<file path="config.mk">
export PLATFORM = sky130hd
export DESIGN_NAME = serial_adder
export DESIGN_NICKNAME = d
export VERILOG_FILES = /design/src/rtl/serial_adder_pkg.sv /design/src/rtl/full_adder_cell.sv /design/src/rtl/serial_adder.sv
export SDC_FILE = /design/constraint.sdc
export NUM_CORES = 1
export LEC_CHECK = 0
export BUFFER_PORTS_ARGS = -buffer_cell sky130_fd_sc_hd__buf_4
export CORE_MARGIN = 3
export CORE_UTILIZATION = 24
export DETAILED_ROUTE_END_ITERATION = 10
export GPL_TIMING_DRIVEN = 0
export REMOVE_ABC_BUFFERS = 1
export SETUP_SLACK_MARGIN = 0.4
export SLEW_MARGIN = 15
export SYNTH_ARGS = -nofsm -noshare
export SYNTH_HDL_FRONTEND = slang
export SYNTH_HIERARCHICAL = 1
export SYNTH_SLANG_ARGS = --single-unit
</file>
<file path="constraint.sdc">
create_clock -name clk -period 3.95 [get_ports clk]
set_input_delay 0.5925 -clock clk [delete_from_list [all_inputs] [get_ports clk]]
set_output_delay 0.5925 -clock clk [all_outputs]
set_load 0.02 [all_outputs]
</file>
<file path="src/rtl/serial_adder_pkg.sv">
// Shared types and limits for the bit-serial adder/subtractor.
package serial_adder_pkg;

    typedef enum logic [1:0] {
        IDLE = 2'd0,
        RUN  = 2'd1,
        DONE = 2'd2
    } state_t;

    localparam int MIN_WIDTH = 2;
    localparam int MAX_WIDTH = 64;

endpackage

</file>
<file path="src/rtl/full_adder_cell.sv">
// Combinational 1-bit full adder: s = x ^ y ^ z, c = majority(x, y, z).
module full_adder_cell (
    input  logic x,
    input  logic y,
    input  logic z,
    output logic s,
    output logic c
);

    assign s = x ^ y ^ z;
    assign c = (x & y) | (x & z) | (y & z);

endmodule

</file>
<file path="src/rtl/serial_adder.sv">
// Bit-serial adder/subtractor, LSB first, one full-adder cell, valid/ready in and out.
// Optional signed-overflow output enabled by defining SERIAL_ADDER_OVF_EN.
module serial_adder
    import serial_adder_pkg::*;
#(
    parameter int WIDTH = 8
) (
    input  logic             clk,
    input  logic             rst,
    input  logic             in_valid,
    output logic             in_ready,
    input  logic [WIDTH-1:0] a,
    input  logic [WIDTH-1:0] b,
    input  logic             cin,
    input  logic             sub,
    output logic             out_valid,
    input  logic             out_ready,
    output logic [WIDTH-1:0] sum,
    output logic             cout,
    output logic             busy
`ifdef SERIAL_ADDER_OVF_EN
    ,
    output logic             ovf
`endif
);

    localparam int CNT_W = $clog2(WIDTH);
    localparam logic [CNT_W-1:0] LAST = CNT_W'(WIDTH - 1);

    if (WIDTH < MIN_WIDTH || WIDTH > MAX_WIDTH) begin : g_width_check
        $error("serial_adder: WIDTH out of range");
    end

    state_t           state;
    state_t           state_next;
    logic [CNT_W-1:0] counter;
    logic [WIDTH-1:0] a_sh;
    logic [WIDTH-1:0] b_sh;
    logic [WIDTH-1:0] sum_sh;
    logic             carry;
    logic             cout_r;
    logic             fa_s;
    logic             fa_c;
    logic             accept;
    logic             last;

    assign in_ready  = (state == IDLE);
    assign out_valid = (state == DONE);
    assign busy      = (state == RUN);
    assign accept    = in_valid & in_ready;
    assign last      = (state == RUN) && (counter == LAST);
    assign sum       = sum_sh;
    assign cout      = cout_r;

    full_adder_cell u_fa (
        .x (a_sh[0]),
        .y (b_sh[0]),
        .z (carry),
        .s (fa_s),
        .c (fa_c)
    );

    always_comb begin
        state_next = state;
        case (state)
            IDLE:    if (accept)    state_next = RUN;
            RUN:     if (last)      state_next = DONE;
            DONE:    if (out_ready) state_next = IDLE;
            default:                state_next = IDLE;
        endcase
    end

    always_ff @(posedge clk or posedge rst) begin
        if (rst) state <= IDLE;
        else     state <= state_next;
    end

    // Subtraction is A + ~B + 1, so the inversion and forced carry happen at capture.
    always_ff @(posedge clk or posedge rst) begin
        if (rst) begin
            counter <= '0;
            a_sh    <= '0;
            b_sh    <= '0;
            sum_sh  <= '0;
            carry   <= 1'b0;
            cout_r  <= 1'b0;
        end else if (accept) begin
            a_sh    <= a;
            b_sh    <= sub ? ~b : b;
            carry   <= sub ? 1'b1 : cin;
            counter <= '0;
        end else if (state == RUN) begin
            a_sh    <= {1'b0, a_sh[WIDTH-1:1]};
            b_sh    <= {1'b0, b_sh[WIDTH-1:1]};
            sum_sh  <= {fa_s, sum_sh[WIDTH-1:1]};
            carry   <= fa_c;
            counter <= last ? '0 : counter + CNT_W'(1);
            if (last) cout_r <= fa_c;
        end
    end

`ifdef SERIAL_ADDER_OVF_EN
    logic ovf_r;

    // On the last cycle 'carry' is the carry into the MSB.
    always_ff @(posedge clk or posedge rst) begin
        if (rst)       ovf_r <= 1'b0;
        else if (last) ovf_r <= carry ^ fa_c;
    end

    assign ovf = ovf_r;
`endif

endmodule

</file>
# == Word-level counts from Yosys, hierarchy flattened ==
# Cells that the tools add are included.
# word_totals
regBits,31
elab_cells,45
out_inout_bits,12
in_bits,22
# op_classes
addsub,1
muxes,15
eq_ne,6
reduce_logical,6
bitwise,10
# op_table
op,count
$mux 8,5
$mux 3,3
$not 8->8,1
$mux 2,3
$ne 2x1->1 const B,3
$pmux 2 s3,1
$reduce_and 3->1,2
$and 1x1->1,4
$add 3x1->3 const B,1
$eq 3x3->1 const B,1
$mux 1,3
$eq 2x1->1 const B,1
$eq 2x2->1 const B,1
$logic_not 2->1,1
$or 1x1->1,2
$reduce_and 2->1,1
$reduce_bool 2->1,1
$xor 1x1->1,2
$logic_and 1x1->1,1
$not 1->1,1

# == Longest topological paths before layout ==
# depth
ltp_word,5
mapped_depth,6
ltp_nobuf,4

# == Hierarchy ==
# Netlist, hierarchy kept.
# modules_own_cells
mod,n_inst,cells_each,seq_area_each_um2,area_per_inst_um2
serial_adder,1,147,775.7,1445.1
full_adder_cell,1,1,0.0,20.0

# == Worst setup path before layout ==
# No wires, ideal clock.
# synth_path
path_kind,register -> output
start,register state[1]
end,output port busy
required_time_ps,3357
n_path_buf,2
stages_incl_launch_ff,5
t_arrival_ps,912
slack_ps,2445
cell_sequence,dfrtp_1 -> nand2b_1 -> buf_6 -> inv_8 -> buf_4
# synth_via
elab_chain_len,1
# synth_lines
item,line_no,rtl
start: declaration,serial_adder.sv:34,state_t state;
start signal: assignment,serial_adder.sv:75,else state <= state_next;
$eq 2x1->1,serial_adder.sv:49,assign busy = (state == RUN);
end: declaration,serial_adder.sv:20,output logic busy
# Every way passes these cells.

# == Final worst setup path ==
# layout_path
start,register state[0]
end,output port busy
# The elaborated chain is that of the path after synthesis.

==> impl_metrics.toml <==
[power]
internal-power_w = 0.000815
combPwrFrac = 0.394
switching_share = 0.385
power.share.sequential = 0.420
peakVddDrop_mv = 0.185
p_switching_w = 0.000511
power_frac_clock = 0.186
leakage_nw = 0.912
p_per_area_nw_per_um2 = 716

[place]
hpwl_um = 2030
io_buffers = 33
dpl_worst_slack_ns = 1.63
place_congestion = 0.715

[worst_setup_path]
cp.buffers_inverters = 2
crit_arrival_ns = 2.00
r2r_start = "state[0]"
criticalPathCategory = "flop to primary output"
cp-start-kind = "flop"
r2r-end = "cout"
reg2reg_slack_ns = 1.92
cp.depth = 3
critPathLaunch = "state[0]"
rr_worst_depth = 4
cp-endpoint = "busy"
worstPathMaxFanout = 18
endpoint_kind = "primary output"
max_stage_delay_ns = 0.64
crit_family = "flip-flops"
cp_data_required_time_ns = 3.36
cpMaxStageDelayCell = "dfrtp_1"
crit_chain = "nand2b_1, inv_8, buf_4"

[drt]
drc_errors = 0
wl_met1_um = 1380
wirelength_um = 2880
vias_per_cell = 4.23
met2_length_um = 1350
initialDrtViolationCount = 24
ant_nets = 0
dr.pass1.iters = 2
top_layer = "met4"
wl_met3_um = 132
wl_per_cell_um = 11.4
vias = 1066

[synth]
yosys.area.top_type_share = 0.529
synthTopCellsByArea = "dfrtp_1 (53%), nand2_1 (12%), o21ai_0 (6.5%)"
syn_avg_cell_area_um2 = 9.90
syn_inst = 148
synth_top_area_cell = "dfrtp_1"
yosysWarnings = 6
synth_seq_cells = 31
synth_cell_types = 26
synthesis.area_um2 = 1470
seq_area_frac_synth = 0.529

[cts]
clk_pin_slew_ns = 0.06
root_buffer = "clkbuf_8"
cts_setup_buffers = 0
cts_sinks = 31
cts_buffers = 5
h-tree-depth = 2
ctsResizeCount = 0
cts_tree = "yes"
clk_latency_ns = 0.27
cts.path.max_buffers = 2
cts_hold_buf = 0

[floorplan]
rows = 27
die_y_um = 84.1
ioPinCount = 34
coreArea_um2 = 5710
die_w_um = 84.1
dieArea_um2 = 7080
start_util = 0.257

[timing]
maxClockFrequency_mhz = 386
worst_slack_ns = 1.36
fin_skew_ns = 0.00364
hold_viol_final = 0
rsz0062_at_grt = "no"
period_minus_slack_ns = 2.59
final.setup.tns_ns = 0
slew_headroom = 0.452
setup_viol = 0
fin_crit_sh = 0.656
tightestPinTransition_ns = 0.822
fin_hold_ws_ns = 0.407
report.final.slew_viol_count = 0

[grt]
grt_pass1_wl_um = 4790
grt_max_degree = 32
grt_usage = 0.0844
overflow = 0
antenna_found_initial = 0
grt_pass1_vias = 1033

[final_layout]
multi_input_area_um2 = 628
nets = 205
diodes = 0
fillCellCount = 581
synthToLayoutAreaGrowth_pct = 26.4
drive_gt1_frac = 0.267
register_area_um2 = 776

[hold_path]
hold_path.class = "input pin to async pin"

[run_status]
outcome = "completed"

[job]
maxCapViolations = 0
==> metrics by stage <==
stage / utilization / cell area, µm² / cells / total power [W]
finish: 0.324 / 1850 / 252 / 0.00133
floorplan: - / 1410 / 139 / 0.000901
global placement: 0.307 / 1750 / 244 / 0.00108
global route: 0.324 / 1850 / 252 / 0.00144
CTS: 0.324 / 1850 / 252 / 0.00135
detailed placement: 0.309 / 1760 / 245 / 0.00110
==> cells in the mapped netlist (all sizes together) <==
master and instances:
nor2 1, nand2 49, ha 2, clkbuf 3, xor2 8, nand2b 2
o31ai 1, buf 6, nor2b 2, a22oi 8, dfrtp 31, nand3b 1
mux2i 7, mux2 1, or2 1, nor3b 1, inv 2, o21ai 19
fa 1, o21bai 2
==> registers in the layout, indices dropped and copies added (netlist names) <==
signal	count
a_sh	8
b_sh	8
carry	1
counter	3
cout	1
state	2
sum	8
==> how the worst min path moves through the flow <==
| stage | from | end | slack, ns |
|---|---|---|---|
| 6_report | rst | sum[1] | 0.41 |
| 5_1_grt | rst | sum[6] | 0.46 |
| 4_1_cts | rst | sum[3] | 0.43 |
| 3_5_place_dp | sum[0] | sum[0] | 0.47 |
| 3_3_place_gp | a_sh[6] | a_sh[6] | 0.46 |
| 2_1_floorplan | a_sh[1] | a_sh[1] | 0.45 |
==> kinds of logic after synthesis <==
group,Yosys count,share of synthesized area
AO/OA/AOI/OAI,30,0.124
XOR/XNOR,8,0.0478
adder cells (fa/ha/maj),3,0.0307
buffers and inverters,11,0.0453
flip-flops,31,0.529
multiplexers,8,0.0581
AND/OR/NAND/NOR,57,0.165
==> power groups by stage <==
stage / sequential [W] / combinational [W] / clock, W
finish: 0.000557 / 0.000522 / 0.000246
global route: 0.000579 / 0.000588 / 0.000270
CTS: 0.000559 / 0.000535 / 0.000256
detailed placement: 0.000564 / 0.000535 / 0
global placement: 0.000559 / 0.000523 / 0
floorplan: 0.000583 / 0.000318 / 0
==> layout make-up <==
class | count | share of cell area
clock buffer | 6 | 0.0446
clock inverter | 1 | 0.00270
inverter | 2 | 0.00811
multi-input combinational | 106 | 0.339
sequential | 31 | 0.419
tap | 72 | 0.0486
timing repair buffer | 34 | 0.138
==> per-layer routing <==
metal | vias up | global-route usage
met5 | - | 0
met1 | 487 | 0.103
met3 | 3 | 0.0324
met2 | 23 | 0.133
met4 | 0 | 0.0351
li1 | 553 | -
==> layout by cell type, fill, tap and decap left out <==
| cell | count |
|---|---|
| inv_8 | 1 |
| nand2b_1 | 2 |
| fa_1 | 1 |
| ha_1 | 2 |
| nand2_4 | 1 |
| nand2_1 | 48 |
| clkinv_2 | 1 |
| or2_2 | 1 |
| mux2i_1 | 7 |
| o21bai_2 | 1 |
| a22oi_1 | 8 |
| inv_2 | 1 |
| nor2b_1 | 2 |
| nand3b_1 | 1 |
| nor2_1 | 1 |
| buf_4 | 34 |
| o31ai_1 | 1 |
| xor2_1 | 8 |
| clkbuf_8 | 6 |
| nor3b_2 | 1 |
| dfrtp_1 | 31 |
| mux2_4 | 1 |
| o21bai_1 | 1 |
| o21ai_0 | 19 |
Power figures use the tool's default switching activity.
